--- src/rtl/press_seq_pkg.sv ---
// Shared types and defaults for the press sequence generator.
package press_seq_pkg;

    localparam int unsigned CNT_W_DEF = 8;
    localparam int unsigned TIM_W_DEF = 8;

    typedef enum logic [2:0] {
        StIdle,
        StHigh,
        StLow,
        StBounce,
        StDone
    } state_e;

endpackage

--- src/rtl/press_phase_timer.sv ---
// Phase length down-counter: load len, then 'last' is high on the final cycle of the phase.
// A len of 0 is treated as 1, so a loaded phase always lasts max(len,1) cycles.
module press_phase_timer #(
    parameter int unsigned TIM_W = 8
) (
    input  logic             clk,
    input  logic             rst,
    input  logic             load,
    input  logic [TIM_W-1:0] len,
    output logic             last
);

    logic [TIM_W-1:0] cnt_q;

    always_ff @(posedge clk) begin
        if (rst) begin
            cnt_q <= '0;
        end else if (load) begin
            cnt_q <= (len == '0) ? '0 : len - TIM_W'(1);
        end else if (cnt_q != '0) begin
            cnt_q <= cnt_q - TIM_W'(1);
        end
    end

    assign last = (cnt_q == '0);

endmodule

--- src/rtl/press_seq_gen.sv ---
// Generates programmed trains of press pulses (n presses, hold high cycles, gap low cycles).
// Define PRESS_SEQ_GEN_BOUNCE_EN to precede every press with BOUNCE_PULSES one-cycle glitches.
module press_seq_gen
    import press_seq_pkg::*;
#(
    parameter int unsigned CNT_W = CNT_W_DEF,
    parameter int unsigned TIM_W = TIM_W_DEF
`ifdef PRESS_SEQ_GEN_BOUNCE_EN
    ,
    parameter int unsigned BOUNCE_PULSES = 2
`endif
) (
    input  logic             clk,
    input  logic             rst,
    input  logic             start,
    input  logic [CNT_W-1:0] n_press,
    input  logic [TIM_W-1:0] hold,
    input  logic [TIM_W-1:0] gap,
    output logic             press,
    output logic             busy,
    output logic             done,
    output logic [CNT_W-1:0] sent
);

`ifdef PRESS_SEQ_GEN_BOUNCE_EN
    localparam logic [TIM_W-1:0] BounceLen = TIM_W'(2 * BOUNCE_PULSES);
    localparam state_e StPress = StBounce;
`else
    localparam state_e StPress = StHigh;
`endif

    state_e           state_q;
    logic [CNT_W-1:0] n_q;
    logic [TIM_W-1:0] hold_q;
    logic [TIM_W-1:0] gap_q;

    logic             tmr_load;
    logic [TIM_W-1:0] tmr_len;
    logic             tmr_last;

    // Timer is reloaded on every phase entry; len picks the phase being entered.
    always_comb begin
        tmr_load = 1'b0;
        tmr_len  = hold_q;
        case (state_q)
            StIdle: begin
                if (start && (n_press != '0)) begin
                    tmr_load = 1'b1;
`ifdef PRESS_SEQ_GEN_BOUNCE_EN
                    tmr_len  = BounceLen;
`else
                    tmr_len  = hold;
`endif
                end
            end
            StHigh: begin
                if (tmr_last) begin
                    tmr_load = 1'b1;
                    tmr_len  = gap_q;
                end
            end
            StLow: begin
                if (tmr_last && (sent != n_q)) begin
                    tmr_load = 1'b1;
`ifdef PRESS_SEQ_GEN_BOUNCE_EN
                    tmr_len  = BounceLen;
`else
                    tmr_len  = hold_q;
`endif
                end
            end
`ifdef PRESS_SEQ_GEN_BOUNCE_EN
            StBounce: begin
                if (tmr_last) begin
                    tmr_load = 1'b1;
                    tmr_len  = hold_q;
                end
            end
`endif
            default: ;
        endcase
    end

    press_phase_timer #(
        .TIM_W (TIM_W)
    ) u_timer (
        .clk  (clk),
        .rst  (rst),
        .load (tmr_load),
        .len  (tmr_len),
        .last (tmr_last)
    );

    always_ff @(posedge clk) begin
        if (rst) begin
            state_q <= StIdle;
            press   <= 1'b0;
            busy    <= 1'b0;
            done    <= 1'b0;
            sent    <= '0;
            n_q     <= '0;
            hold_q  <= '0;
            gap_q   <= '0;
        end else begin
            done <= 1'b0;
            case (state_q)
                StIdle: begin
                    if (start) begin
                        sent <= '0;
                        if (n_press != '0) begin
                            n_q     <= n_press;
                            hold_q  <= hold;
                            gap_q   <= gap;
                            busy    <= 1'b1;
                            press   <= 1'b1;
                            state_q <= StPress;
                        end else begin
                            done    <= 1'b1;
                            state_q <= StDone;
                        end
                    end
                end
                StHigh: begin
                    if (tmr_last) begin
                        press   <= 1'b0;
                        sent    <= sent + CNT_W'(1);
                        state_q <= StLow;
                    end
                end
                StLow: begin
                    if (tmr_last) begin
                        if (sent == n_q) begin
                            busy    <= 1'b0;
                            done    <= 1'b1;
                            state_q <= StDone;
                        end else begin
                            press   <= 1'b1;
                            state_q <= StPress;
                        end
                    end
                end
`ifdef PRESS_SEQ_GEN_BOUNCE_EN
                // Glitches alternate 1/0; the phase always ends on a low cycle.
                StBounce: begin
                    if (tmr_last) begin
                        press   <= 1'b1;
                        state_q <= StHigh;
                    end else begin
                        press   <= ~press;
                    end
                end
`endif
                StDone: begin
                    state_q <= StIdle;
                end
                default: begin
                    press   <= 1'b0;
                    busy    <= 1'b0;
                    state_q <= StIdle;
                end
            endcase
        end
    end

endmodule

--- config.mk ---
export PLATFORM = sky130hd
export DESIGN_NAME = press_seq_gen
export DESIGN_NICKNAME = d
export VERILOG_FILES = /design/src/rtl/press_seq_pkg.sv /design/src/rtl/press_phase_timer.sv /design/src/rtl/press_seq_gen.sv
export SDC_FILE = /design/constraint.sdc
export NUM_CORES = 1
export LEC_CHECK = 0
export ABC_CLOCK_PERIOD_IN_PS = 3090
export CAP_MARGIN = 0
export CORE_UTILIZATION = 25
export DETAILED_ROUTE_END_ITERATION = 7
export PLACE_DENSITY = 0.4
export REMOVE_ABC_BUFFERS = 1
export SYNTH_ARGS = -nofsm -noshare
export SYNTH_HDL_FRONTEND = slang
export SYNTH_HIERARCHICAL = 1
export SYNTH_SLANG_ARGS = --single-unit
--- constraint.sdc ---
create_clock -name clk -period 3.09 [get_ports clk]
set_input_delay 0.927 -clock clk [delete_from_list [all_inputs] [get_ports clk]]
set_output_delay 0.927 -clock clk [all_outputs]
set_load 0.03 [all_outputs]
### Yosys cells after proc, flatten, opt, wreduce, memory -nomap -nowiden

Cells that the tools add are included.

* $add $sub $neg: 3
* equality and inequality tests: 11
* multiplexer cells: 33
* bitwise logic cells: 2
* reductions and logical operators: 15

Operator list (count)
* $mux W8: 7
* $pmux W8 S2: 2
* $logic_not A8 Y1: 2
* $reduce_bool A8 Y1: 2
* $sub A8 B1 Y8 const B: 2
* $mux W3: 5
* $mux W1: 14
* $ne A2 B2 Y1 const B: 6
* $pmux W3 S3: 1
* $reduce_and A3 Y1: 3
* $add A8 B1 Y8 const B: 1
* $eq A8 B8 Y1: 1
* $ne A8 B8 Y1: 1
* $pmux W1 S3: 2
* $reduce_and A6 Y1: 1
* $reduce_and A5 Y1: 1
* $pmux W1 S4: 1
* $reduce_bool A2 Y1: 2
* $eq A3 B1 Y1 const B: 1
* $eq A3 B2 Y1 const B: 1
* $eq A3 B3 Y1 const B: 1
* $logic_not A3 Y1: 1
* $logic_and A1 B1 Y1: 2
* $not A1 Y1: 2
* other kinds (2): 2

* flip-flop bits (word level): 46
* input bits: 27
* output and inout port bits: 11
* logic and storage cells: 73

### Logic depth before layout (Yosys ltp)

Gate-level depths: netlist of the first run.

* depth after elaboration: 7
* gate-level depth with buffers: 15

### Hierarchy

The synthesis of the first run kept the hierarchy.

Modules (own cells, without submodules)
* press_seq_gen: instances 1, cells each 230, area an instance 1984.4 um2
* press_phase_timer: instances 1, cells each 72, area an instance 601.8 um2

### Worst setup path before layout of the first run

No wires, ideal clock.

* kind: input -> register
* from: input n_press[5]
* to: register u_timer.cnt_q[7]
* setup time: 0.127 ns
* arrival time: 3.082 ns
* slack: -0.120 ns
* stages on the path: 9
* cell sequence: or4_4 > nor2_4 > nor2_1 > buf_2 > a221o_1 > nor4_1 > a21boi_0 > a311oi_1 > a211oi_1

* cells in the longest elaborated chain, start to end: 7
* elaborated cells between the ends (all ways): 11
* those cells by class: 1 x add/sub; 6 x mux; 4 x reduce/logical

RTL lines
* start, declared: RTL line press_seq_gen.sv:16 `input logic [CNT_W-1:0] n_press,`
* $reduce_bool A8 Y1 *: RTL line press_seq_gen.sv:47 `if (start && (n_press != '0)) begin`
* $logic_and A1 B1 Y1 *: RTL line press_seq_gen.sv:47
* $mux W8 *: RTL line press_seq_gen.sv:47
* $pmux W8 S2 *: RTL line press_seq_gen.sv:45 `case (state_q)`
* named net tmr_len[5]: RTL line press_seq_gen.sv:38 `logic [TIM_W-1:0] tmr_len;`
* $sub A8 B1 Y8 or $logic_not A8 Y1 (tied branches): RTL line press_phase_timer.sv:19 `cnt_q <= (len == '0) ? '0 : len - TIM_W'(1);`
* $mux W8 *: RTL line press_phase_timer.sv:19
* $mux W8 *: RTL line press_phase_timer.sv:18 `end else if (load) begin`
* end signal, assigned: RTL line press_phase_timer.sv:19
* end signal, assigned: RTL line press_phase_timer.sv:21 `cnt_q <= cnt_q - TIM_W'(1);`
* end, declared: RTL line press_phase_timer.sv:13 `logic [TIM_W-1:0] cnt_q;`

The timed path passes the listed nets; every way through them passes the cells marked *.
A chain may end at the register's enable or synchronous reset.

### Worst setup path after layout of the first run

* from: input n_press[1]
* to: register u_timer.cnt_q[6]

Same word-level chain as after synthesis.

==> results of run 1 <==
-- logic make-up after synthesis --
kind of cell               after synthesis  share of synthesized area
AOI/OAI and AO/OA                       71                      0.212
adders and majority gates                4                     0.0194
xor gates and xnor gates                24                     0.0813
buffers and inverters                   25                     0.0527
and+or+nand+nor                        132                      0.278
DFF                                     46                      0.356
-- synth_stat cells, types with 3 or more instances --
master                     instances  area (sq um)
sky130_fd_sc_hd__a221o_1           8          80.1
sky130_fd_sc_hd__or4_4             3          33.8
sky130_fd_sc_hd__a21o_1            3          22.5
sky130_fd_sc_hd__clkbuf_1          7          26.3
sky130_fd_sc_hd__dfxtp_1          46           921
sky130_fd_sc_hd__a21oi_1           9          45.0
sky130_fd_sc_hd__nand4_1           5          31.3
sky130_fd_sc_hd__nor3b_1           3          22.5
sky130_fd_sc_hd__and3_1            9          56.3
sky130_fd_sc_hd__nor2b_1           3          18.8
sky130_fd_sc_hd__nor2_1           18          67.6
sky130_fd_sc_hd__nand2_1          40           150
sky130_fd_sc_hd__o21ai_0           8          40.0
sky130_fd_sc_hd__xnor2_1           5          43.8
sky130_fd_sc_hd__nand3_1           3          15.0
sky130_fd_sc_hd__a21oi_2          19           166
sky130_fd_sc_hd__nand2b_1          4          25.0
sky130_fd_sc_hd__or3_1             3          18.8
sky130_fd_sc_hd__nor4_1            3          18.8
sky130_fd_sc_hd__a211oi_1          3          22.5
sky130_fd_sc_hd__ha_1              4          50.1
sky130_fd_sc_hd__nor3_1            8          40.0
sky130_fd_sc_hd__xor2_1           19           166
sky130_fd_sc_hd__inv_1            12          45.0
sky130_fd_sc_hd__nand2_2          19           119
-- path summary, 6_finish.rpt --
path | from | end | slack (ns) | depth (start not counted)
max | n_press[1] | u_timer/cnt_q[6]$_SDFFE_PP0P_ | 0.07 | 11
min | gap_q[1]$_SDFFE_PP0P_ | gap_q[1]$_SDFFE_PP0P_ | 0.46 | 2
max reg2reg | u_timer/cnt_q[0]$_SDFFE_PP0P_ | u_timer/cnt_q[0]$_SDFFE_PP0P_ | 0.37 | 14
min reg2reg | gap_q[1]$_SDFFE_PP0P_ | gap_q[1]$_SDFFE_PP0P_ | 0.46 | 2
-- metrics by stage --
stage          total power (uW)  area [sq um]
3_3_place_gp               2110          3300
5_1_grt                    2830          3530
6_report                   2610          3530
2_1_floorplan              1590          2490
3_5_place_dp               2110          3300
4_1_cts                    2590          3480
-- area by class of cell --
cell class	count	area [sq um]	share of cell area
repair buffers	80	688	0.195
multi-input cells	232	1620	0.458
flip-flops and latches	46	921	0.261
well taps	133	166	0.0471
clock inverters	2	12.5	0.00354
inverters	12	45.0	0.0127
clock buffers	6	82.6	0.0234
-- sequential cells by signal (all words and copies together) (netlist names) --
register	flops
sent	8
hold_q	8
n_q	8
busy	1
press	1
done	1
gap_q	8
u_timer/cnt_q	8
state_q	3
-- timing repair --
| item | in CTS | in global routing |
|---|---|---|
| gates cloned | 1 | 0 |
| buffers inserted | 5 | 2 |
| pin swaps | 14 | 8 |
| hold endpoints to repair | 0 | 0 |
| resized for setup | 21 | 12 |
| endpoints found under the setup margin | 8 | 7 |
-- power groups by stage --
stage,clock (uW),combinational [uW],sequential [uW]
2_1_floorplan,0,769,824
3_3_place_gp,0,1300,814
3_5_place_dp,0,1290,814
4_1_cts,416,1370,800
5_1_grt,438,1570,819
6_report,401,1410,800
-- critical path, cell delays in order --
cell,delay (ns)
sky130_fd_sc_hd__dlygate4sd2_1,0.24
sky130_fd_sc_hd__or4_4,0.56
sky130_fd_sc_hd__nor2_4,0.17
sky130_fd_sc_hd__o21ai_2,0.09
sky130_fd_sc_hd__nand2_4,0.12
sky130_fd_sc_hd__a221o_1,0.21
sky130_fd_sc_hd__inv_2,0.06
sky130_fd_sc_hd__ha_2,0.19
sky130_fd_sc_hd__a31o_4,0.23
sky130_fd_sc_hd__or2_2,0.33
sky130_fd_sc_hd__o32ai_2,0.12
-- per-layer routing --
| metal | vias to the layer above | part of all wire | routed length, um |
|---|---|---|---|
| met5 | - | 0 | 0 |
| li1 | 1211 | - | - |
| met1 | 1063 | 0.50 | 3390 |
| met3 | 6 | 0.020 | 137 |
| met2 | 26 | 0.47 | 3230 |
| met4 | 0 | 0.011 | 72 |
==> results, run 1 <==
- The initial antenna violation count is 0.
- Setup repair after global routing could not meet its margin everywhere.
- The number of nets at the end of the flow is 408.
- Setup violations remaining at the end of the flow were counted as 0.
- The clock-pin slew on the worst setup and hold paths is 0.09 ns.
- The finished layout holds roughly 510 standard cells, fillers aside.
- For this run, global-route usage on met2 was measured as 0.224.
- The most crowded layer after global routing is met2.
- The TritonCTS clock tree is yes.
- Clock tree synthesis selected as its root buffer the cell sky130_fd_sc_hd__clkbuf_8.
- The maximum root-to-sink buffer count is 2.
- The global-route wire length before repair is roughly 12 mm.
- At the end of routability-driven placement, the weighted congestion stood at around 0.71.
- The share of flip-flops with an asynchronous set or reset after synthesis is 0.
- The number of design-rule violations left by the first detailed-router iteration is 54.
- The flow ran to the end, and the final reports show no timing, DRC or antenna violations.
- The switching share of power is 0.403.
- The post-route antenna net violation count is 0.
- The share of total power dissipated in sequential elements is 0.306.
- The analysis attributes to net switching a power of roughly 1100 uW.
- The power density of the placed cells is 740 nW/um^2.
- The Yosys step of the flow raised 6 warnings.
- Of the total power, the clock network draws 0.154.
- The most used flip-flop cell after synthesis is sky130_fd_sc_hd__dfxtp_1.
- The tool flagged a number of max-cap violations equal to 0.
- The tightest min-delay check is of the reg2reg type.
- In the layout the commonest cells are sky130_fd_sc_hd__dfxtp_1 (46), sky130_fd_sc_hd__buf_4 (41), sky130_fd_sc_hd__nand2_1 (38), sky130_fd_sc_hd__clkdlybuf4s50_1 (28), sky130_fd_sc_hd__nand2_2 (20).
- The number of buffers inserted for hold repair after clock tree synthesis is 0.
- The per-instance average area after synthesis is 8.56 sq um.
- The internal power of the cells totals 1560 uW.
- For this block, the routed nets add up to 6.83 mm of wire.
- For this block, the via count after detailed routing is 2,306.
- The maximum number of pins on one net before global-route repair is 25.
- The fraction of the cycle the final worst path needs is 0.977.
- The maximum fanout encountered on the critical timing path is 8.
- The worst setup path is of the in2reg kind.
- The count of final hold-check violations was 0.
- The number of detailed-route iterations in the first pass is 6.
- The worst hold-check slack is about 0.46 ns.
- The proportion of power drawn by combinational gates is 0.541.
- The worst-case vdd ir drop is about 260 uV.
- In the final routed layout, each cell accounts on average for 13.4 um.
- The growth of design area from synthesis to finish is 36.7%.
- Pin placement for this block handled 38 I/O pins.
- TritonCTS created 5 clock buffers.
- The max-slew violation count came to 0.
- The die is 104 um tall.
- The post-DP HPWL is ~4.9 mm.
- The minimum clock period is 3.02 ns.
- At the worst endpoint, the required time is ~3.3 ns.
- The insertion delay of the later-clocked pin in the worst-skew pair is between 0.3 and 0.4 ns.
- Clock tree synthesis found a total of between 40 and 50 sinks.
- Setup slack closes at 0.0709 ns.
- The starting density of the core is 0.261.
- The slew at the pin closest to its max-slew limit is 0.783 ns.
- Counting tap cells, the placed design contains a total of a little under 500 instances.
- In this run the number of H-tree levels came out at 2.
- The achievable frequency is 331 MHz.
- The via-per-instance ratio is 4.51.
- The number of distinct standard cells referenced by the synthesized netlist is 54.
- STA classifies the critical path startpoint as a primary input.
- Across every metal layer, demand over resource in global routing totals 0.135.
- The cell area that synthesis handed to floorplanning was 2590 sq um.
- After detailed routing, the number of remaining DRC violations is 0.
- The utilization after layout is 0.357.
- The core box area is 9910 sq um.
- The layout has around 1.1k filler cells.
- The row count is 36.
- Measured along the x axis, the die boundary spans 104 um.
- The arrival time reported for the critical path endpoint is approximately 3.2 ns.
- 0 antenna diodes ended up in the layout.
- The relative slew slack is 0.473.
- The total of flip-flops plus latches after synthesis is 46.
- In the final layout, the share of cells above drive strength 1 is 0.310.
- Synthesis produced 302 cells.
- The reported leakage power is 0.00141 uW.
- Summed over all layers, the global routing overflow is 0.
- In the final timing run, aggregate negative setup slack is 0 ns.
- The placement-stage worst setup slack is -0.631 ns.
- Leaving out fill and tap cells, the most frequent cell in the layout is sky130_fd_sc_hd__dfxtp_1.
- The number of global-route vias before repair was 2,364.
- The global-route met3 utilization is 0.0252.
- The count of flip-flops with a built-in enable after synthesis is 0.
- The kind of end point of the critical path is a register.
- The count of input and output buffers is 37.
- The sequential-to-total area share from yosys stat is 0.356.
- The worst clock skew is 0.00553 ns.
- The die area is 10,800 sq um.
- In the global route stage, met1 resource usage came out at 0.181.
No activity file was read; power rests on OpenSTA's default activity.
==> run 2, diff against run 1 <==
Settings changed: ABC_AREA set to 1, RECOVER_POWER set to 50.
==> run 2 against run 1 <==
Compared with the run above:
- core utilization down 1.3 points
- total power rose by 2.5%
- critical endpoint is now u_timer/cnt_q[3]$_SDFFE_PP0P_
- sequential cell count is the same
- critical path type unchanged
- non-clock buffer count down 16
- count of clock-buffer cells in the layout stayed put
- largest power group unchanged
- clock power up 16%
- sequential share of layout area rose by 1.0 points
==> results, run 2 <==
- Outcome: finished clean (unchanged).
- The max-slew violation count was 0 (unchanged).
- The maximum root-to-sink buffer count is 2 (unchanged).
- The sum of buffers and inverters on the critical path is 2 (unchanged).
- The all-layer global routing usage is 0.147 (was 0.135).
- The cell-internal power is 1500 uW (was 1560 uW).
- The total overflow reported by the global router was 0 (unchanged).
- The maximum number of pins on one net before global-route repair is 21 (was 25).
- The switching power total is 1190 uW (was 1050 uW).
- The reported leakage power is 0.00150 uW (was 0.00141 uW).
- The total wire length is 7.36 mm (was 6.83 mm).
- The number of design-rule violations left by the first detailed-router iteration was 67 (was 54).
- The I/O pin total is 38 (unchanged).
- The post-route antenna net violation count is 0 (unchanged).
- The most frequently used cell type in the post-synthesis netlist was sky130_fd_sc_hd__nand2_1 (was sky130_fd_sc_hd__dfxtp_1).
- The instance count of the mapped netlist came to 399 (was 302).
- The wire length per cell after detailed routing is 12.4 um (was 13.4 um).
- The proportion of power drawn by combinational gates is 0.525 (was 0.541).
- Unrepaired setup endpoints after global routing: no (was yes).
- The number of diodes added for antenna fixing is 0 (unchanged).
- The global-route wire length before repair was 12.7 mm (was 11.8 mm).
- The overall via count from detail_route was 2,637 (was 2,306).
- The number of detailed-route iterations in the first pass is 4 (was 6).
- The final instance area was 3400 sq um (was 3530 sq um).
- The fraction of layout cells with a size suffix above 1 is 0.121 (was 0.310).
- The count of max-cap constraint violations is 0 (unchanged).
- The row count is 36 (unchanged).
- The growth of design area from synthesis to finish is 30.9% (was 36.7%).
- Top cells by area, synth: sky130_fd_sc_hd__dfxtp_1 (35%), sky130_fd_sc_hd__nand2_1 (15%), sky130_fd_sc_hd__inv_1 (7.1%) (was sky130_fd_sc_hd__dfxtp_1 (36%), sky130_fd_sc_hd__a21oi_2 (6.4%), sky130_fd_sc_hd__xor2_1 (6.4%)).
- The starting density of the core was 0.263 (was 0.261).
- The kind of end point of the critical path is a register (unchanged).
- The kind of cell adding the most delay to the critical path is simple AND/OR/NAND/NOR gates (unchanged).
- The power density of the placed cells was 788 nW/um^2 (was 740 nW/um^2).
- The number of warnings reported in the yosys synthesis log came to 6 (unchanged).
- The number of setup buffers added after CTS is 0 (was 5).
- The slew at the pin closest to its max-slew limit is 0.452 ns (was 0.783 ns).
- The count of flip-flops with a built-in enable after synthesis is 0 (unchanged).
- The die area is 10,800 sq um (about the same).
- The critical path required time is 3.34 ns (was 3.31 ns).
- The die width is 104 um (about the same).
- The fraction of the cycle the final worst path needs was 0.900 (was 0.977).
- The residual DRC count is 0 (unchanged).
- The count of final hold-check violations was 0 (unchanged).
- The simple-gate share of the synthesized area was 0.367 (was 0.278).
- The worst hold-check slack was 0.460 ns (about the same).
- The worst setup slack after layout was 0.308 ns (was 0.0709 ns).
- The share of flip-flops with an asynchronous set or reset after synthesis was 0 (unchanged).
- Top library cells by usage in the layout, fill and taps aside: sky130_fd_sc_hd__nand2_1 (105), sky130_fd_sc_hd__inv_1 (49), sky130_fd_sc_hd__dfxtp_1 (46) (was sky130_fd_sc_hd__dfxtp_1 (46), sky130_fd_sc_hd__buf_4 (41), sky130_fd_sc_hd__nand2_1 (38), sky130_fd_sc_hd__clkdlybuf4s50_1 (28), sky130_fd_sc_hd__nand2_2 (20)).
- The worst hold path depth is 2 (unchanged).
- The area share of xor/xnor cells in the synthesized design was 0.0202 (was 0.0813).
- The placement-stage worst setup slack was -0.346 ns (was -0.631 ns).
- The critical path's largest stage delay came to 0.45 ns (was 0.56 ns).
- The total number of cells along the worst setup path is 17 (was 11).
- The share of Yosys cell area claimed by the top area cell type is 0.354 (was 0.356).
- The via-per-instance ratio came to 4.43 (was 4.51).
- The initial antenna violation count is 0 (unchanged).
- The achievable frequency is 359 MHz (was 331 MHz).
- Synth top cells by count: sky130_fd_sc_hd__nand2_1 (106), sky130_fd_sc_hd__inv_1 (49), sky130_fd_sc_hd__dfxtp_1 (46), sky130_fd_sc_hd__nor2_1 (37) (was sky130_fd_sc_hd__dfxtp_1 (46), sky130_fd_sc_hd__nand2_1 (40), sky130_fd_sc_hd__a21oi_2 (19), sky130_fd_sc_hd__nand2_2 (19), sky130_fd_sc_hd__xor2_1 (19)).
- The insertion delay of the later-clocked pin in the worst-skew pair is 0.31 ns (about the same).
- The sequential-to-total area share from yosys stat came to 0.354 (was 0.356).
- The number of instances in the placed design came to 587 (was 495).
- The power share of the sequential group is 0.301 (was 0.306).
- The total number of H-tree levels was 2 (unchanged).
- The number of cells in the finished layout apart from fillers is 595 (was 511).
- The worst-case vdd ir drop came to 270 uV (was 260 uV).
- The worst clock skew is 0.0154 ns (was 0.00553 ns).
- The number of global-route vias before repair is 2,719 (was 2,364).
- The number of setup violations in the final report was 0 (unchanged).
- The overall power is 2680 uW (was 2610 uW).
- The count of input and output buffers is 37 (unchanged).
- By instance count, the cell type seen most on the critical path is sky130_fd_sc_hd__nand2_1.
- The switching share of power was 0.442 (was 0.403).
- The total number of clock tree sinks is 46 (unchanged).
- The number of nets at the end of the flow is 492 (was 408).
- The library cell with the largest summed area after synthesis is sky130_fd_sc_hd__dfxtp_1 (unchanged).
- The number of distinct standard cells referenced by the synthesized netlist came to 33 (was 54).
- The adder and majority cell fraction of the synthesized area is 0.0192 (was 0.0194).
- The part of the total power dissipated in the clock network is 0.174 (was 0.154).
- The clock-pin slew on the worst setup and hold paths is 0.09 ns (about the same).
- Cell-by-cell listing of the critical path: clkdlybuf4s50_1 > nor2_2 > nand2_1 > nor2_4 > nand2_2 > nand2_4 > nand2_1 > o211ai_1 > inv_2 > ha_1 > nand3_1 > nor2_2 > nor2_4 > nand2_1 > nand2_1 > nand2_1 > nor2_2 (was dlygate4sd2_1 > or4_4 > nor2_4 > o21ai_2 > nand2_4 > a221o_1 > inv_2 > ha_2 > a31o_4 > or2_2 > o32ai_2).
- The main flop type after synthesis was sky130_fd_sc_hd__dfxtp_1 (unchanged).
- The depth of the most critical reg-to-reg path is 21 (was 14).
- The startpoint type of the worst setup path is a primary input (unchanged).
- The startpoint-to-endpoint class of the critical path is in2reg (unchanged).
- The maximum fanout encountered on the critical timing path was 7 (was 8).
- The fraction of the mapped netlist area in compound gates is 0.142 (was 0.212).
- The relative slew slack is 0.697 (was 0.473).
- The most common library cell in the layout ignoring fill and taps is sky130_fd_sc_hd__nand2_1 (was sky130_fd_sc_hd__dfxtp_1).
- The multiplexer fraction of the synthesized cell area is 0 (unchanged).
- The TritonCTS clock tree is yes (unchanged).
- The root buffer cell is sky130_fd_sc_hd__clkbuf_8 (unchanged).
- The height of the die was 104 um (about the same).
- The total clock buffers created by CTS is 5 (unchanged).
- The core box area is 9910 sq um (unchanged).
- The standard cell area after detailed placement is 3300 sq um (unchanged).
- The area of the mapped netlist is 2600 sq um (was 2590 sq um).
- The combinational family with the most area after synthesis is simple AND/OR/NAND/NOR gates (unchanged).
- The type of the worst min-delay path is reg2reg (unchanged).
- The arrival time reported for the critical path endpoint came to 3.03 ns (was 3.24 ns).
- The total of flip-flops plus latches after synthesis is 46 (unchanged).
- The minimum clock period came to 2.78 ns (was 3.02 ns).
- The cell at the slowest stage of the critical path is sky130_fd_sc_hd__clkdlybuf4s50_1 (was sky130_fd_sc_hd__or4_4).
- The per-instance average area after synthesis is 6.52 sq um (was 8.56 sq um).
- The final weighted congestion in routability-driven placement was 0.768 (was 0.711).
- The post-DP HPWL is 5.60 mm (was 4.94 mm).
-- run 2: cell types whose count changed after synthesis, sizes merged, moves of 9 or more --
cell,delta
inv,+42
xor2,-18
o21ai,+12
nand2,+54
nand3,+34
nor2,+27
and3,-9
-- run 2: cells by family after synthesis --
| logic type | Yosys count |
|---|---|
| and+or+nand+nor | 211 |
| AOI/OAI and AO/OA | 68 |
| buffers and inverters | 64 |
| DFF | 46 |
| xor gates and xnor gates | 6 |
| adders and majority gates | 4 |
-- run 2: worst paths after layout --
check                                                   start                            end  slack, ns
worst max-delay path                               n_press[5]  u_timer/cnt_q[3]$_SDFFE_PP0P_       0.31
worst min-delay path                    gap_q[6]$_SDFFE_PP0P_          gap_q[6]$_SDFFE_PP0P_       0.46
worst max register to register  u_timer/cnt_q[0]$_SDFFE_PP0P_  u_timer/cnt_q[1]$_SDFFE_PP0P_       0.33
worst min register to register          gap_q[6]$_SDFFE_PP0P_          gap_q[6]$_SDFFE_PP0P_       0.46
-- run 2: timing repair --
| item | in CTS | in global routing |
|---|---|---|
| hold buffers | 0 | 0 |
| gates resized for setup | 1 | 7 |
| endpoints found under the setup margin | 4 | 8 |
-- run 2: worst min-delay path, cell delays in order, from the launching register on --
cell and delay (ns):
sky130_fd_sc_hd__dfxtp_1 0.31, sky130_fd_sc_hd__inv_1 0.06, sky130_fd_sc_hd__a21oi_1 0.05
-- run 2: stage by stage --
step                utilization  setup TNS (ns)
floorplan                     -               0
detailed placement        0.333           -2.47
CTS                       0.344               0
global route              0.344               0
global placement          0.333           -1.64
finish                    0.344               0
-- run 2: metal layers --
layer / vias to the layer above / track usage / wire length, um
li1: 1411 / - / -
met1: 1192 / 0.180 / 3610
met2: 29 / 0.260 / 3500
met3: 5 / 0.0257 / 177
met4: 0 / 0.0459 / 70
met5: - / 0 / 0
-- run 2: final cells by class --
cell class | instances | area, sq um
clock inverter | 2 | 37.5
tap | 133 | 166
inverter | 55 | 210
clock buffer | 6 | 72.6
timing repair buffer | 64 | 558
fill | 1088 | 6500
multi-input combinational | 289 | 1440
sequential | 46 | 921
-- run 2: power groups by stage --
stage	Sequential (uW)	Clock [uW]	Combinational, uW
after CTS	809	487	1450
final	807	467	1410
after global placement	822	0	1450
after global routing	824	511	1640
after floorplan	846	0	937
after detailed placement	821	0	1450
==> run 3, diff against run 2 <==
Settings changed: CORE_MARGIN set to 3.
==> run 3 against run 2 <==
Compared with the run above:
- sequential cell count is the same
- worst hold slack lost 0.0024 ns
- final cell count grew 0.17%
- critical path depth grew 1
- register-to-register slack is essentially flat
- non-clock buffer count grew 1
- count of clock-buffer cells in the layout shrank 1
==> results, run 3 (synthesis results as in run 2) <==
- The height of the die is 108 um (was 104 um).
- The maximum root-to-sink buffer count is 2 (unchanged).
- The post-route antenna net violation count is 0 (unchanged).
- The post-DP HPWL is 5.58 mm (was 5.60 mm).
- The slew at the pin closest to its max-slew limit was 0.562 ns (was 0.452 ns).
- The die area is 11,700 sq um (was 10,800 sq um).
- The total wire length is 7.29 mm (was 7.36 mm).
- The overall via count from detail_route is 2,647 (was 2,637).
- The growth of design area from synthesis to finish was 30.8% (was 30.9%).
- The origin of the worst min-delay path is gap_q[1]$_SDFFE_PP0P_ (was gap_q[6]$_SDFFE_PP0P_).
- The arrival time reported for the critical path endpoint is 3.02 ns (was 3.03 ns).
- The I/O pin total is 38 (unchanged).
- The max-slew violation count came to 0 (unchanged).
- The startpoint type of the worst setup path is a primary input (unchanged).
- The global-route wire length before repair came to 12.4 mm (was 12.7 mm).
- The critical path's largest stage delay is 0.42 ns (was 0.45 ns).
- The maximum number of pins on one net before global-route repair came to 23 (was 21).
- The total overflow reported by the global router is 0 (unchanged).
- The number of detailed-route iterations in the first pass is 4 (unchanged).
- The count of final hold-check violations was 0 (unchanged).
- The number of nets at the end of the flow came to 493 (was 492).
- The accumulated negative setup slack is 0 ns (unchanged).
- The TritonCTS clock tree is yes (unchanged).
- The startpoint of the worst setup timing path was n_press[5] (unchanged).
- The number of filler cells placed in the layout is 1,092 (was 1,088).
- The total clock buffers created by CTS is 5 (unchanged).
- The number of diodes added for antenna fixing is 0 (unchanged).
- The fraction of layout cells with a size suffix above 1 is 0.130 (was 0.121).
- The wire length per cell after detailed routing was 12.2 um (was 12.4 um).
- The maximum fanout encountered on the critical timing path came to 6 (was 7).
- The worst clock skew is 0.0135 ns (was 0.0154 ns).
- The total number of H-tree levels is 2 (unchanged).
- The total number of clock tree sinks is 46 (unchanged).
- The residual DRC count is 0 (unchanged).
- The startpoint-to-endpoint class of the critical path is in2reg (unchanged).
- The number of cells in the finished layout apart from fillers is 596 (was 595).
- The die width came to 108 um (was 104 um).
- The final weighted congestion in routability-driven placement was 0.818 (was 0.768).
- The number of instances in the placed design was 588 (was 587).
- Outcome: finished clean (unchanged).
- The critical path required time came to 3.34 ns (about the same).
- The number of design-rule violations left by the first detailed-router iteration is 134 (was 67).
- Unrepaired setup endpoints after global routing: no (unchanged).
- The count of input and output buffers is 37 (unchanged).
- The number of global-route vias before repair was 2,588 (was 2,719).
- The kind of end point of the critical path is a register (unchanged).
- Cell-by-cell listing of the critical path: clkdlybuf4s50_1 > nor2_1 > nand2_1 > nor2_4 > nand2_1 > nand2_2 > buf_4 > nand2_1 > o211ai_1 > buf_4 > inv_1 > nand2_1 > nor2_1 > nand2_1 > nand3_1 > nand2_1 > nor2_1 > nor2_1 (was clkdlybuf4s50_1 > nor2_2 > nand2_1 > nor2_4 > nand2_2 > nand2_4 > nand2_1 > o211ai_1 > inv_2 > ha_1 > nand3_1 > nor2_2 > nor2_4 > nand2_1 > nand2_1 > nand2_1 > nor2_2).
- The reported leakage power is 0.00149 uW (was 0.00150 uW).
- The relative slew slack is 0.625 (was 0.697).
- The utilization after layout is 0.342 (was 0.344).
- The worst-case vdd ir drop is 236 uV (was 270 uV).
- The fraction of the cycle the final worst path needs is 0.895 (was 0.900).
- The number of buffers inserted for hold repair after clock tree synthesis is 0 (unchanged).
- The type of the worst min-delay path is reg2reg (unchanged).
- The count of max-cap constraint violations came to 0 (unchanged).
- The achievable frequency was 362 MHz (was 359 MHz).
- The all-layer global routing usage is 0.134 (was 0.147).
- The row count came to 36 (unchanged).
- The via-per-instance ratio was 4.44 (was 4.43).
- The clock-pin slew on the worst setup and hold paths came to 0.10 ns (was 0.09 ns).
- The minimum clock period is 2.77 ns (was 2.78 ns).
- The insertion delay of the later-clocked pin in the worst-skew pair is 0.31 ns (about the same).
- Top library cells by usage in the layout, fill and taps aside: sky130_fd_sc_hd__nand2_1 (105), sky130_fd_sc_hd__inv_1 (49), sky130_fd_sc_hd__dfxtp_1 (46) (unchanged).
- The number of setup violations in the final report is 0 (unchanged).
- The power density of the placed cells is 772 nW/um^2 (was 788 nW/um^2).
- The launch point of the worst reg-to-reg path is u_timer/cnt_q[0]$_SDFFE_PP0P_ (unchanged).
- The initial antenna violation count came to 0 (unchanged).
- The most common library cell in the layout ignoring fill and taps is sky130_fd_sc_hd__nand2_1 (unchanged).
- The cell at the slowest stage of the critical path is sky130_fd_sc_hd__clkdlybuf4s50_1 (unchanged).
- The root buffer cell is sky130_fd_sc_hd__clkbuf_8 (unchanged).
- The core box area was 9950 sq um (was 9910 sq um).
- The number of setup buffers added after CTS is 0 (unchanged).
- The starting density of the core came to 0.261 (was 0.263).
- The critical path's most frequent cell is sky130_fd_sc_hd__nand2_1 (unchanged).
==> run 3: cell types whose count changed in the layout (fill, tap and decap cells not counted), sizes merged <==
cell	delta
buf	+2
clkinv	+1
inv	+1
clkbuf	-2
clkdlybuf4s50	+1
dlygate4sd3	-1
bufinv	-1
==> run 3: layout make-up <==
cell class                      count  area [sq um]  share of cell area
Timing Repair Buffer               65           569               0.167
Clock inverter                      3          25.0             0.00736
Inverter                           55           210              0.0618
Multi-Input combinational cell    289          1440               0.424
Tap cell                          133           166              0.0489
Clock buffer                        5          68.8              0.0202
Sequential cell                    46           921               0.271
==> run 3: final timing paths <==
path | end | slack, ns | depth (start not counted)
max | u_timer/cnt_q[1]$_SDFFE_PP0P_ | 0.32 | 18
min | gap_q[1]$_SDFFE_PP0P_ | 0.46 | 2
max reg2reg | u_timer/cnt_q[1]$_SDFFE_PP0P_ | 0.34 | 21
min reg2reg | gap_q[1]$_SDFFE_PP0P_ | 0.46 | 2
==> run 3: where the power goes <==
part	internal (uW)	switching (uW)	total, uW
Clock	164	240	404
Combinational	543	875	1420
Sequential	722	81.7	803
Total	1430	1200	2630
==> run 3: stage by stage <==
step                cell area (sq um)  hold WS [ns]  total power, uW  worst slack, ns
floorplan                        2560         0.430             1780            0.451
global placement                 3310         0.448             2270           -0.213
detailed placement               3310         0.446             2260           -0.323
CTS                              3400         0.465             2690            0.129
global route                     3400         0.480             2910           0.0235
finish                           3400         0.458             2630            0.325
==> run 3: worst max-delay path, delay by kind of cell <==
kind / cells / cell delay, ns
AOI/OAI and AO/OA: 1 / 0.14
buffers and inverters: 4 / 0.79
and+or+nand+nor: 13 / 1.14
==> run 3: repair_timing <==
| item | CTS | global route |
|---|---|---|
| resized for setup | 1 | 5 |
| endpoints found under the setup margin | 1 | 8 |
| cloned | 0 | 0 |
==> run 3: layer usage <==
metal	global-route usage	vias to the layer above	routed length [um]
li1	-	1408	-
met1	0.180	1190	3660
met2	0.219	45	3340
met3	0.0334	4	245
met4	0.0271	0	40
met5	0	-	0
==> patch: new RTL, settings of run 1 <==
Put one more register stage on the output `sent`, with the module's reset. The value now appears one clock later. The other outputs are not delayed to match.
--- a/src/rtl/press_seq_gen.sv
+++ b/src/rtl/press_seq_gen.sv
@@ -22,4 +22,6 @@
     output logic [CNT_W-1:0] sent
 );
+
+    logic [CNT_W-1:0] sent_s0;
 
 `ifdef PRESS_SEQ_GEN_BOUNCE_EN
@@ -61,5 +63,5 @@
             end
             StLow: begin
-                if (tmr_last && (sent != n_q)) begin
+                if (tmr_last && (sent_s0 != n_q)) begin
                     tmr_load = 1'b1;
 `ifdef PRESS_SEQ_GEN_BOUNCE_EN
@@ -98,5 +100,5 @@
             busy    <= 1'b0;
             done    <= 1'b0;
-            sent    <= '0;
+            sent_s0 <= '0;
             n_q     <= '0;
             hold_q  <= '0;
@@ -107,5 +109,5 @@
                 StIdle: begin
                     if (start) begin
-                        sent <= '0;
+                        sent_s0 <= '0;
                         if (n_press != '0) begin
                             n_q     <= n_press;
@@ -124,5 +126,5 @@
                     if (tmr_last) begin
                         press   <= 1'b0;
-                        sent    <= sent + CNT_W'(1);
+                        sent_s0 <= sent_s0 + CNT_W'(1);
                         state_q <= StLow;
                     end
@@ -130,5 +132,5 @@
                 StLow: begin
                     if (tmr_last) begin
-                        if (sent == n_q) begin
+                        if (sent_s0 == n_q) begin
                             busy    <= 1'b0;
                             done    <= 1'b1;
@@ -163,4 +165,12 @@
     end
 
+    always_ff @(posedge clk) begin
+        if (rst) begin
+            sent <= '0;
+        end else begin
+            sent <= sent_s0;
+        end
+    end
+
 endmodule
 
Function: changed (Yosys sat finds a counterexample within 4 cycles, from zero or initial values and one cycle with rst high).
==> patch against run 1 <==
Worst setup slack better by 0.10 ns. Sequential cell count is 8 higher. Non-clock buffer count increased by 5. Synthesized area grew 4.1%. Fmax rose by 3.6%. Global-route usage rose by 0.21 points. Total power increased by 4.1%. Wire length up 4.1%. Cell area grew 4.9%.
==> patch: results (changes against run 1) <==
Parameter                              Value

Clock network
  Max clock buf depth    2 (unchanged)
  Post-CTS Setup Bufs    6 (+1)
  Post_cts resized    18 (-14%)

Power and ir drop
  Comb power frac    0.488 (-0.053)
  Standby leakage power    1.43 nW (+1.4%)
  Worst vdd ir    206 µV (-21%)
  Sequential power    0.907 mW (+13%)
  Cell internal pwr    1.71 mW (+9.3%)
  Portion of total power attributed to sequential cells    0.333 (+0.027)

Outcome
  Outcome    completed

Placement
  Final weighted congestion in routability-driven placement    0.744 (+4.6%)
  Standard cell area after detailed placement    3450 µm² (+4.7%)
  Instance count after placement with tap cells included    520 (+5.1%)
  Setup slack at placement    -0.711 ns (-0.0803 ns)
  Post-DP HPWL    5.01 mm (+1.3%)

Worst setup path
  Worst stage delay on the critical path    0.29 ns (-0.27 ns)
  Register-to-register setup slack    0.28 ns (-0.09 ns)
  End of the worst register-to-register path    u_timer/cnt_q[6]$_SDFFE_PP0P_
  Worst-path cell with the longest stage delay    sky130_fd_sc_hd__dlygate4sd2_1
  Maximum fanout encountered on the critical timing path    6 (-2)
  Data arrival, critical path    3.12 ns (-0.12 ns)
  Worst setup path start    n_press[2]
  Largest delay share family, worst path    buffers and inverters
  Worst setup path endpoint    u_timer/cnt_q[4]$_SDFFE_PP0P_

Detailed routing
  DRC violation total after the first TritonRoute iteration    53 (-1.9%)
  First-pass iteration count of the detailed router    4 (-2)
  Drt total wl    7.11 mm (+4.1%)
  Vias/cell    4.50 (-0.36%)

Synthesis
  Syn_area_per_cell    8.38 µm² (-2.1%)
  Multiplexer area fraction after synthesis    0.00372 (+0.00372)
  Most frequent cells after synthesis    65 x sky130_fd_sc_hd__nand2_1, 54 x sky130_fd_sc_hd__dfxtp_1, 24 x sky130_fd_sc_hd__a21oi_1, 22 x sky130_fd_sc_hd__nor2_1, 17 x sky130_fd_sc_hd__inv_1
  Synthesized-area fraction occupied by ao, oa, aoi and oai cells    0.177 (-0.0357)
  Main area contributors after synthesis    sky130_fd_sc_hd__dfxtp_1 40%, sky130_fd_sc_hd__nand2_1 9.1%, sky130_fd_sc_hd__xnor2_1 4.6%
  Share of async-settable or async-resettable flops after synthesis    0 (unchanged)
  Synth Area in Adders    0.0186 (-0.000756)

Min path
  Worst hold start    hold_q[1]$_SDFFE_PP0P_
  Sink of the worst hold path    hold_q[1]$_SDFFE_PP0P_

Final layout
  Final cell count without fillers    536 (+4.9%)
  Layout cells sized above 1    0.200 (-0.110)
  Number of nets at the end of the flow    431 (+5.6%)

Timing
  Final hold violation count    0 (unchanged)
  Final critical-path share of the clock period    0.943 (-0.0338)
  Headroom to the max-slew limit    0.625 (+0.152)
  Worst clock skew    0.0134 ns (+0.00782 ns)
  Final hold slack    0.461 ns (+0.000671 ns)

GRT
  Total global-route track usage    0.137 (+0.00210)
  Largest net degree at the start of global routing    28 (+12%)
  Number of global-route vias before repair    2384 (+0.85%)
patch: changes by cell type after synthesis, moves of 9 or more:
| cell | before | now |
|---|---|---|
| sky130_fd_sc_hd__nand2_2 | 19 | 1 |
| sky130_fd_sc_hd__a21oi_2 | 19 | 6 |
| sky130_fd_sc_hd__a21oi_1 | 9 | 24 |
| sky130_fd_sc_hd__nand2_1 | 40 | 65 |
| sky130_fd_sc_hd__xor2_1 | 19 | 9 |
| sky130_fd_sc_hd__xnor2_1 | 5 | 14 |
patch: layer usage:
metal,track usage,vias to the layer above,wire length [µm]
li1,-,1254,-
met1,0.185,1121,3520
met2,0.222,30,3310
met3,0.0266,5,220
met4,0.0387,0,58
met5,0,-,0
patch: layout make-up:
type | count | area (µm²)
flip-flops and latches | 54 | 1080
inverters | 17 | 63.8
well taps | 136 | 170
clock inverters | 2 | 38.8
fillers | 1128 | 6660
clock buffers | 5 | 68.8
repair buffers | 85 | 769
multi-input cells | 237 | 1520
